<file path="config.mk">
export PLATFORM = sky130hd
export DESIGN_NAME = multicycle_control_flat
export DESIGN_NICKNAME = d
export VERILOG_FILES = /design/src/rtl/multicycle_control_if.sv /design/src/rtl/multicycle_control.sv /design/src/flat_wrapper.sv
export SDC_FILE = /design/constraint.sdc
export NUM_CORES = 1
export LEC_CHECK = 0
export CORE_AREA = 2 2 53 55
export CTS_CLUSTER_DIAMETER = 120
export DETAILED_ROUTE_END_ITERATION = 8
export DIE_AREA = 0 0 55 57
export GPL_TIMING_DRIVEN = 0
export PLACE_DENSITY = 0.83
export SYNTH_ARGS = -nofsm -noshare
export SYNTH_HDL_FRONTEND = slang
export SYNTH_SLANG_ARGS = --single-unit
</file>
<file path="constraint.sdc">
create_clock -name clk -period 1.9 [get_ports clk]
set_clock_uncertainty 0.2 [all_clocks]
set_input_delay 0.38 -clock clk [delete_from_list [all_inputs] [get_ports clk]]
set_output_delay 0.38 -clock clk [all_outputs]
set_load 0.01 [all_outputs]
</file>
<file path="src/rtl/multicycle_control_if.sv">
// multicycle_control_if: control/status bundle between the multi-cycle controller (master) and datapath/memory (slave)
interface multicycle_control_if #(parameter int ALU_CTRL_W = 4);
  logic [6:0] op;
  logic [2:0] funct3;
  logic funct7_5;
  logic alu_zero;
  logic mem_ready;
  logic mem_req;
  logic mem_wen;
  logic adr_src;
  logic ir_wen;
  logic pc_wen;
  logic reg_wen;
  logic [1:0] alu_src_a;
  logic [1:0] alu_src_b;
  logic [ALU_CTRL_W-1:0] alu_control;
  logic [2:0] result_src;
  logic illegal;
  logic fault;
  logic [3:0] state;
  modport master (
    input op, funct3, funct7_5, alu_zero, mem_ready,
    output mem_req, mem_wen, adr_src, ir_wen, pc_wen, reg_wen, alu_src_a, alu_src_b,
    output alu_control, result_src, illegal, fault, state
  );
  modport slave (
    output op, funct3, funct7_5, alu_zero, mem_ready,
    input mem_req, mem_wen, adr_src, ir_wen, pc_wen, reg_wen, alu_src_a, alu_src_b,
    input alu_control, result_src, illegal, fault, state
  );
endinterface

</file>
<file path="src/rtl/multicycle_control.sv">
// multicycle_control: multi-cycle RV32I control FSM sharing one ALU and one memory port,
// with sticky illegal-opcode and memory-timeout faults.
module multicycle_control #(
  parameter int ALU_CTRL_W = 4,
  parameter int MEM_TIMEOUT = 15
) (
  input logic clk,
  input logic rst_n,
  multicycle_control_if.master bus
);
  typedef enum logic [3:0] {
    FETCH = 4'd0, DECODE = 4'd1, EXEC_R = 4'd2, EXEC_I = 4'd3, MEM_ADDR = 4'd4,
    MEM_RD = 4'd5, MEM_WB = 4'd6, MEM_WR = 4'd7, ALU_WB = 4'd8, BRANCH = 4'd9,
    JAL = 4'd10, JALR = 4'd11, LUI = 4'd12, HALT = 4'd15
  } state_t;
  localparam logic [6:0] OP_LOAD = 7'b0000011, OP_STORE = 7'b0100011, OP_REG = 7'b0110011,
    OP_IMM = 7'b0010011, OP_BRANCH = 7'b1100011, OP_JAL = 7'b1101111, OP_JALR = 7'b1100111,
    OP_LUI = 7'b0110111, OP_AUIPC = 7'b0010111;
  state_t st, nxt;
  logic [7:0] cnt;
  logic wait_mem, tmo, bad, ill_q, flt_q;
  logic [3:0] alu;
  logic [3:0] bcode;
  logic [2:0] f3;
  assign f3 = bus.funct3;
  // Branch compares fill the six codes left free by the {funct7_5, funct3} ALU ops
  assign bcode = f3 == 3'b000 ? 4'b1001 : f3 == 3'b001 ? 4'b1010 : f3 == 3'b101 ? 4'b1011 : {1'b1, f3};
  assign bus.mem_req = st == FETCH || st == MEM_RD || st == MEM_WR;
  assign wait_mem = bus.mem_req && !bus.mem_ready;
  assign tmo = wait_mem && cnt == 8'(MEM_TIMEOUT - 1);
  assign bus.alu_control = ALU_CTRL_W'(alu);
  assign bus.state = st;
  assign bus.illegal = ill_q;
  assign bus.fault = flt_q;
  always_comb begin
    nxt = st;
    bad = 1'b0;
    alu = 4'd0;
    bus.mem_wen = 1'b0;
    bus.adr_src = 1'b0;
    bus.ir_wen = 1'b0;
    bus.pc_wen = 1'b0;
    bus.reg_wen = 1'b0;
    bus.alu_src_a = 2'd0;
    bus.alu_src_b = 2'd0;
    bus.result_src = 3'd0;
    case (st)
      FETCH: begin
        bus.alu_src_b = 2'd2;
        bus.ir_wen = bus.mem_ready;
        bus.pc_wen = bus.mem_ready;
        nxt = bus.mem_ready ? DECODE : FETCH;
      end
      DECODE: begin
        bus.alu_src_a = 2'd1;
        bus.alu_src_b = 2'd1;
        case (bus.op)
          OP_LOAD, OP_STORE: nxt = MEM_ADDR;
          OP_REG: nxt = EXEC_R;
          OP_IMM: nxt = EXEC_I;
          OP_BRANCH: nxt = BRANCH;
          OP_JAL: nxt = JAL;
          OP_JALR: nxt = JALR;
          OP_LUI: nxt = LUI;
          OP_AUIPC: nxt = ALU_WB;
          default: begin
            bad = 1'b1;
            nxt = HALT;
          end
        endcase
      end
      EXEC_R: begin
        bus.alu_src_a = 2'd2;
        alu = {bus.funct7_5 && (f3 == 3'b000 || f3 == 3'b101), f3};
        nxt = ALU_WB;
      end
      EXEC_I: begin
        bus.alu_src_a = 2'd2;
        bus.alu_src_b = 2'd1;
        alu = {bus.funct7_5 && f3 == 3'b101, f3};
        nxt = ALU_WB;
      end
      ALU_WB, MEM_WB: begin
        bus.result_src = st == ALU_WB ? 3'd2 : 3'd3;
        bus.reg_wen = 1'b1;
        nxt = FETCH;
      end
      MEM_ADDR: begin
        bus.alu_src_a = 2'd2;
        bus.alu_src_b = 2'd1;
        nxt = bus.op[5] ? MEM_WR : MEM_RD;
      end
      MEM_RD: begin
        bus.adr_src = 1'b1;
        nxt = bus.mem_ready ? MEM_WB : MEM_RD;
      end
      MEM_WR: begin
        bus.adr_src = 1'b1;
        bus.mem_wen = 1'b1;
        nxt = bus.mem_ready ? FETCH : MEM_WR;
      end
      BRANCH: begin
        bus.alu_src_a = 2'd2;
        bus.result_src = 3'd2;
        alu = bcode;
        bad = f3[2:1] == 2'b01;
        bus.pc_wen = bus.alu_zero && !bad;
        nxt = bad ? HALT : FETCH;
      end
      JAL, JALR: begin
        bus.alu_src_a = st == JAL ? 2'd1 : 2'd2;
        bus.alu_src_b = st == JAL ? 2'd2 : 2'd1;
        bus.reg_wen = 1'b1;
        bus.pc_wen = 1'b1;
        nxt = FETCH;
      end
      LUI: begin
        bus.result_src = 3'd1;
        bus.reg_wen = 1'b1;
        nxt = FETCH;
      end
      default: nxt = HALT;
    endcase
  end
  always_ff @(posedge clk or negedge rst_n)
    if (!rst_n) begin
      st <= FETCH;
      cnt <= '0;
      ill_q <= 1'b0;
      flt_q <= 1'b0;
    end else begin
      st <= tmo ? HALT : nxt;
      cnt <= wait_mem ? cnt + 8'd1 : 8'd0;
      ill_q <= ill_q || bad;
      flt_q <= flt_q || tmo;
    end
endmodule

</file>
<file path="src/flat_wrapper.sv">
// flat-port wrapper written by rule: the top's interface ports become plain ports
module multicycle_control_flat 
#(
  parameter int ALU_CTRL_W = 4,
  parameter int MEM_TIMEOUT = 15
)
  (clk, rst_n, bus_op, bus_funct3, bus_funct7_5, bus_alu_zero, bus_mem_ready, bus_mem_req, bus_mem_wen, bus_adr_src, bus_ir_wen, bus_pc_wen, bus_reg_wen, bus_alu_src_a, bus_alu_src_b, bus_alu_control, bus_result_src, bus_illegal, bus_fault, bus_state);
  multicycle_control_if #(.ALU_CTRL_W(ALU_CTRL_W)) bus_i ();
  input logic clk;
  input logic rst_n;
  input wire logic [$bits(bus_i.op)-1:0] bus_op;
  input wire logic [$bits(bus_i.funct3)-1:0] bus_funct3;
  input wire logic [$bits(bus_i.funct7_5)-1:0] bus_funct7_5;
  input wire logic [$bits(bus_i.alu_zero)-1:0] bus_alu_zero;
  input wire logic [$bits(bus_i.mem_ready)-1:0] bus_mem_ready;
  output wire logic [$bits(bus_i.mem_req)-1:0] bus_mem_req;
  output wire logic [$bits(bus_i.mem_wen)-1:0] bus_mem_wen;
  output wire logic [$bits(bus_i.adr_src)-1:0] bus_adr_src;
  output wire logic [$bits(bus_i.ir_wen)-1:0] bus_ir_wen;
  output wire logic [$bits(bus_i.pc_wen)-1:0] bus_pc_wen;
  output wire logic [$bits(bus_i.reg_wen)-1:0] bus_reg_wen;
  output wire logic [$bits(bus_i.alu_src_a)-1:0] bus_alu_src_a;
  output wire logic [$bits(bus_i.alu_src_b)-1:0] bus_alu_src_b;
  output wire logic [$bits(bus_i.alu_control)-1:0] bus_alu_control;
  output wire logic [$bits(bus_i.result_src)-1:0] bus_result_src;
  output wire logic [$bits(bus_i.illegal)-1:0] bus_illegal;
  output wire logic [$bits(bus_i.fault)-1:0] bus_fault;
  output wire logic [$bits(bus_i.state)-1:0] bus_state;
  assign bus_i.op = bus_op;
  assign bus_i.funct3 = bus_funct3;
  assign bus_i.funct7_5 = bus_funct7_5;
  assign bus_i.alu_zero = bus_alu_zero;
  assign bus_i.mem_ready = bus_mem_ready;
  assign bus_mem_req = bus_i.mem_req;
  assign bus_mem_wen = bus_i.mem_wen;
  assign bus_adr_src = bus_i.adr_src;
  assign bus_ir_wen = bus_i.ir_wen;
  assign bus_pc_wen = bus_i.pc_wen;
  assign bus_reg_wen = bus_i.reg_wen;
  assign bus_alu_src_a = bus_i.alu_src_a;
  assign bus_alu_src_b = bus_i.alu_src_b;
  assign bus_alu_control = bus_i.alu_control;
  assign bus_result_src = bus_i.result_src;
  assign bus_illegal = bus_i.illegal;
  assign bus_fault = bus_i.fault;
  assign bus_state = bus_i.state;
  multicycle_control #(.ALU_CTRL_W(ALU_CTRL_W), .MEM_TIMEOUT(MEM_TIMEOUT)) u_core (.clk(clk), .rst_n(rst_n), .bus(bus_i));
endmodule
</file>
# Word level (Yosys, flattened, before mapping)
# Index checks and enable logic that the tools add are counted.
word_totals:
  reg_bits: 14
  out_inout_bits: 23
  wordCells: 79
classes:
  n_addsub: 1
  eq_ne: 25
  n_mux: 26
  n_reduce_logical: 23
op_table:
  columns: ["op", "count"]
  rows:
  - ["one-hot mux 4 bit (8 select lines)", 2]
  - ["equality test 7 x 6 -> 1 bit (second input constant)", 3]
  - ["equality test 7 bit (second input constant)", 3]
  - ["equality test 4 bit (second input constant)", 5]
  - ["equality test 4 x 3 -> 1 bit (second input constant)", 4]
  - ["two-way mux 4 bit", 4]
  - ["equality test 7 x 5 -> 1 bit (second input constant)", 2]
  - ["one-hot mux 2 bit (3 select lines)", 2]
  - ["one-hot mux 4 bit (3 select lines)", 1]
  - ["OR reduction 2 bit", 5]
  - ["one-hot mux 3 bit (3 select lines)", 1]
  - ["OR reduction 9 bit", 1]
  - ["adder 8 x 1 -> 8 bit (second input constant)", 1]
  - ["equality test 4 x 2 -> 1 bit (second input constant)", 2]
  - ["equality test 8 x 4 -> 1 bit (second input constant)", 1]
  - ["two-way mux 2 bit", 4]
  - ["two-way mux 8 bit", 1]
  - ["equality test 7 x 2 -> 1 bit (second input constant)", 1]
  - ["two-way mux 1 bit", 7]
  - ["two-way mux 3 bit", 2]
  - ["logical AND 1 bit", 5]
  - ["logical OR 1 bit", 5]
  - ["OR reduction 5 bit", 1]
  - ["equality test 4 x 1 -> 1 bit (second input constant)", 1]
  - ["10 further kinds", 11]

# Depth between registers and ports, before layout
depth:
  ltp_word: 6
  depth_mapped: 6

# Worst setup path after synthesis
# Ideal clock, no wire load.
synth_timing:
  path_type: "register to output"
  startpoint: "register u_core.st[2], in the netlist u_core.bus.state[2]"
  endpoint: "output bus_alu_control[0]"
  arrival_ns: 1.460
  slack_ns: -0.140
  stages_incl_launch_ff: 4
  path_cell_list: "dfrtp_1 clkbuf_1 nand4bb_1 o41ai_1"
synth_between:
  elab_chain_len: 2
  word_cells_on_any_way: 4
  cone_classes: "eq/ne: 3; mux: 1"
synth_rtl:
  columns: ["item", "line_no", "text"]
  rows:
  - ["from (decl)", "multicycle_control.sv:19", "state_t st, nxt;"]
  - ["from (signal assigned)", "multicycle_control.sv:132", "st <= tmo ? HALT : nxt;"]
  - ["equality test 4 bit / equality test 4 x 2 -> 1 bit (equally long branches)", "multicycle_control.sv:47", "case (st)"]
  - ["one-hot mux 4 bit (3 select lines) *", "multicycle_control.sv:47", null]
  - ["to (decl)", "flat_wrapper.sv:24", "output wire logic [$bits(bus_i.alu_control)-1:0] bus_alu_control;"]
# Mark *: on every way between the ends. The rest lies on a longest branch, timed or not.

# Worst setup path in the final report
layout_timing:
  startpoint: "register u_core.st[2], in the netlist u_core.bus.state[2]"
  endpoint: "output bus_alu_control[1]"
# The elaborated chain is that of the path after synthesis.

==> flow_metrics.py <==
metrics = {
    "placed_design": {
        "final_weighted_congestion_of_routability_driven_global_placement": 0.9053,
        "detailedPlace.worstSlack_ns": -0.7300,
        "placement.io_buffers": 35,
        "place_hpwl_um": 2258,
    },
    "route": {
        "drt_wl_total_um": 4879,
        "routed_wl_per_cell_um": 20.08,
        "route.detailed.vias_per_inst": 6.222,
        "drtAntennaViolNets": 0,
        "drc": 0,
        "firstDrtPassIters": 4,
        "drtIter0Drc": 51,
        "route.vias.total": 1512,
    },
    "layout": {
        "layout-area-overhead-vs-synth_pct": 85.89,
        "filler_cells_inserted": 162,
        "antennaDiodeCount": 0,
        "final_layout_size_suffix_gt1_share_pct": 45.28,
        "multi_input_comb_area_um2": 883.3,
        "register_area_um2": 351.6,
        "nets": 231,
    },
    "timing": {
        "final_period_minus_worst_setup_slack_ns": 2.260,
        "drv_slew": 0,
        "max_freq_mhz": 442.4,
        "timing.max_slew.rel_slack_pct": 59.52,
        "layout_worst_path_cycle_share_pct": 119.0,
        "rsz0062_at_grt": "true",
        "number_of_hold_violations_in_the_final_report": 0,
        "setup-violations-final": 20,
        "final.setup.tns_ns": -4.156,
        "final.setup.worst_slack_ns": -0.3604,
        "timing_worst_slew_pin_value_ns": 0.6053,
    },
    "grt": {
        "first_global_vias": 1365,
        "antenna_found_initial": 0,
        "grt_use_total_pct": 28.11,
        "overflow": 0,
        "global_route_wire_length_before_repair_um": 6472,
        "pin_count_of_the_biggest_net_entering_global_routing": 15,
    },
    "cts": {
        "cts_sinks": 14,
        "clock_insertion_delay_worst_skew_ns": 0.28,
        "ctsHtreeMaxLevel": 1,
        "clk_path_buf_depth": 2,
        "numCtsBuffers": 3,
        "clk_pin_slew_worst_paths_ns": 0.07,
        "cts_tree": "done",
        "root_buffer": "clkbuf_4",
        "holdBufCountCts": 0,
    },
    "worst_setup_path": {
        "timing.critical_path.from": "u_core.bus.state[2]$_DFF_PN0_",
        "cpPeakStageDelay_ns": 0.42,
        "required_ns": 1.32,
        "number_of_cells_on_the_worst_reg_to_reg_path": 7,
        "r2r-end": "u_core.bus.state[0]$_DFF_PN0_",
        "setup.worst_path.end_class": "output pin",
        "cp.arrival_ns": 1.68,
        "setup.reg_to_reg.worst_slack_ns": -0.12,
        "critPathCapture": "bus_alu_control[1]",
        "timing_worst_setup_path_type": "reg -> out",
        "slowest_stage": "dfrtp_2",
        "worstPathCellList": "buf_8 > nand4bb_4 > buf_6 > nor2_2 > nor2_1 > a21oi_2 > buf_2",
        "start_kind": "flop",
        "worstPathMaxFanout": 4,
        "reg2reg_from": "u_core.bus.state[1]$_DFF_PN0_",
    },
    "logic_synthesis": {
        "synthFlopType": "dfrtp_1",
        "library_cells_used_by_synthesis": 43,
        "synth-edff-count": 0,
        "avgSynthCellArea_um2": 7.970,
        "ys_seq_elements": 14,
        "yosysSeqAreaShare_pct": 31.85,
        "postSynthNetCount": 155,
        "share_of_flip_flops_with_an_asynchronous_set_or_reset_pct": 100.0,
        "synth.yosys.warnings": 0,
        "netlist_area_um2": 1100,
        "syn_inst": 138,
    },
    "status": {
        "result_of_the_run": "complete, but fails checks",
        "violations": "setup timing",
    },
    "die": {
        "die_area_um2": 3135,
        "die_width_um": 55,
        "num_rows": 19,
        "num_io_pins": 38,
        "die_h_um": 57,
        "start_util_pct": 42.06,
        "floorplan.core_area_um2": 2615,
    },
    "pwr": {
        "peakVddDrop_v": 0.0009885,
        "power_per_cell_area_nw_per_um2": 1484,
        "totalPowerFinal_w": 0.003034,
        "p_leak_nw": 0.9241,
    },
    "run": {
        "max_cap_violations": 0,
    },
    "min_path": {
        "holdCritPathClass": "in -> async",
    },
}
[cells by family after synthesis]
family | after synthesis | share of synthesized area (%)
other | 1 | 0.3410
AOI/OAI and AO/OA | 31 | 19.68
adders and majority gates | 2 | 2.275
buffers and inverters | 15 | 6.143
DFF | 14 | 31.85
and+or+nand+nor | 68 | 34.13
xor gates and xnor gates | 7 | 5.575
[synth_stat cells (2+ instances only)]
cell type	instances	area, µm²
nor2_1	18	67.56
dfrtp_1	14	350.3
a21oi_1	8	40.04
nand2_1	8	30.03
nand2b_1	7	43.79
nand3_1	7	35.03
o22ai_1	6	37.54
clkbuf_1	5	18.77
inv_1	5	18.77
nor2b_1	4	25.02
nor3_1	4	20.02
xor2_1	4	35.03
buf_2	3	15.01
nor4_1	3	18.77
xnor2_1	3	26.28
a211oi_1	2	15.01
and3_1	2	12.51
buf_4	2	15.01
ha_1	2	25.02
nand3b_1	2	15.01
nand4bb_1	2	22.52
nor3b_1	2	15.01
o211ai_2	2	25.02
o21ai_0	2	10.01
o21ai_1	2	10.01
or2_1	2	12.51
[registers in the layout, summed over array words and instances (netlist names)]
signal              count
u_core.bus.state        4
u_core.cnt              8
u_core.bus.fault        1
u_core.bus.illegal      1
[layout by cell type (no fill, tap or decap), drive strengths merged, types with 2 or more instances in the layout]
| cell | count |
|---|---|
| buf | 57 |
| nor2 | 18 |
| dfrtp | 14 |
| clkdlybuf4s50 | 10 |
| dlygate4sd2 | 9 |
| nand2 | 8 |
| a21oi | 8 |
| nand3 | 7 |
| nand2b | 7 |
| o22ai | 6 |
| inv | 5 |
| clkbuf | 5 |
| xor2 | 4 |
| nor3 | 4 |
| nor2b | 4 |
| o21ai | 4 |
| xnor2 | 3 |
| nor4 | 3 |
| o211ai | 3 |
| or2 | 3 |
| and3 | 2 |
| nand3b | 2 |
| ha | 2 |
| clkdlybuf4s15 | 2 |
| nand4bb | 2 |
| nor3b | 2 |
| a211oi | 2 |
[cell type report]
type | instances | share of cell area, %
plain buffers | 9 | 5.630
clock buffers | 3 | 1.102
inverters | 5 | 1.163
multi-input cells | 109 | 43.21
flip-flops and latches | 14 | 17.20
well taps | 31 | 1.897
repair buffers | 72 | 29.80
[report_power, final]
group / internal [W] / switching, W
sequential: 0.000354 / 0.0000415
clock: 0.0000736 / 0.0000878
combinational: 0.00125 / 0.00122
[repair_timing]
item	4_1_cts	5_1_grt
cloned	0	0
setup buffers	24	13
pin swaps	21	13
hold endpoints to repair	0	0
setup endpoints to repair	20	28
resized for setup	124	18
[routing by layer]
layer  vias up  track usage [%]  wire [µm]
li1        648                -          -
met1       717            30.74       1748
met2       110            51.02       2436
met3        37            2.356        383
met4         0            15.33        309
met5         -                0          0
[critical path: cells and delay by family, from the launching register on]
| kind | cells | cell delay (ns) |
|---|---|---|
| AOI/OAI and AO/OA | 1 | 0.11 |
| buffers and inverters | 3 | 0.43 |
| DFF | 1 | 0.42 |
| and+or+nand+nor | 3 | 0.45 |
[metrics by stage]
| step | cells | hold WS, ns | cell area, µm² | util (%) |
|---|---|---|---|---|
| after floorplan | 138 | -0.1156 | 1126 | - |
| after global placement | 204 | 0.2623 | 1515 | 57.94 |
| after detailed placement | 204 | 0.2640 | 1515 | 57.94 |
| after CTS | 231 | 0.2851 | 1877 | 71.77 |
| after global routing | 243 | 0.3297 | 2044 | 78.18 |
| final | 243 | 0.2788 | 2044 | 78.18 |
[worst min path at each step]
stage | slack [ns] | startpoint | endpoint | depth (start not counted)
after floorplan | -0.12 | rst_n | u_core.bus.fault$_DFF_PN0_ | 0
after global placement | 0.26 | u_core.bus.fault$_DFF_PN0_ | u_core.bus.fault$_DFF_PN0_ | 1
after detailed placement | 0.26 | u_core.bus.fault$_DFF_PN0_ | u_core.bus.fault$_DFF_PN0_ | 1
after CTS | 0.29 | rst_n | u_core.cnt[4]$_DFF_PN0_ | 1
after global routing | 0.33 | rst_n | u_core.cnt[3]$_DFF_PN0_ | 1
final | 0.28 | rst_n | u_core.cnt[4]$_DFF_PN0_ | 1
Power figures use the tool's default switching activity.
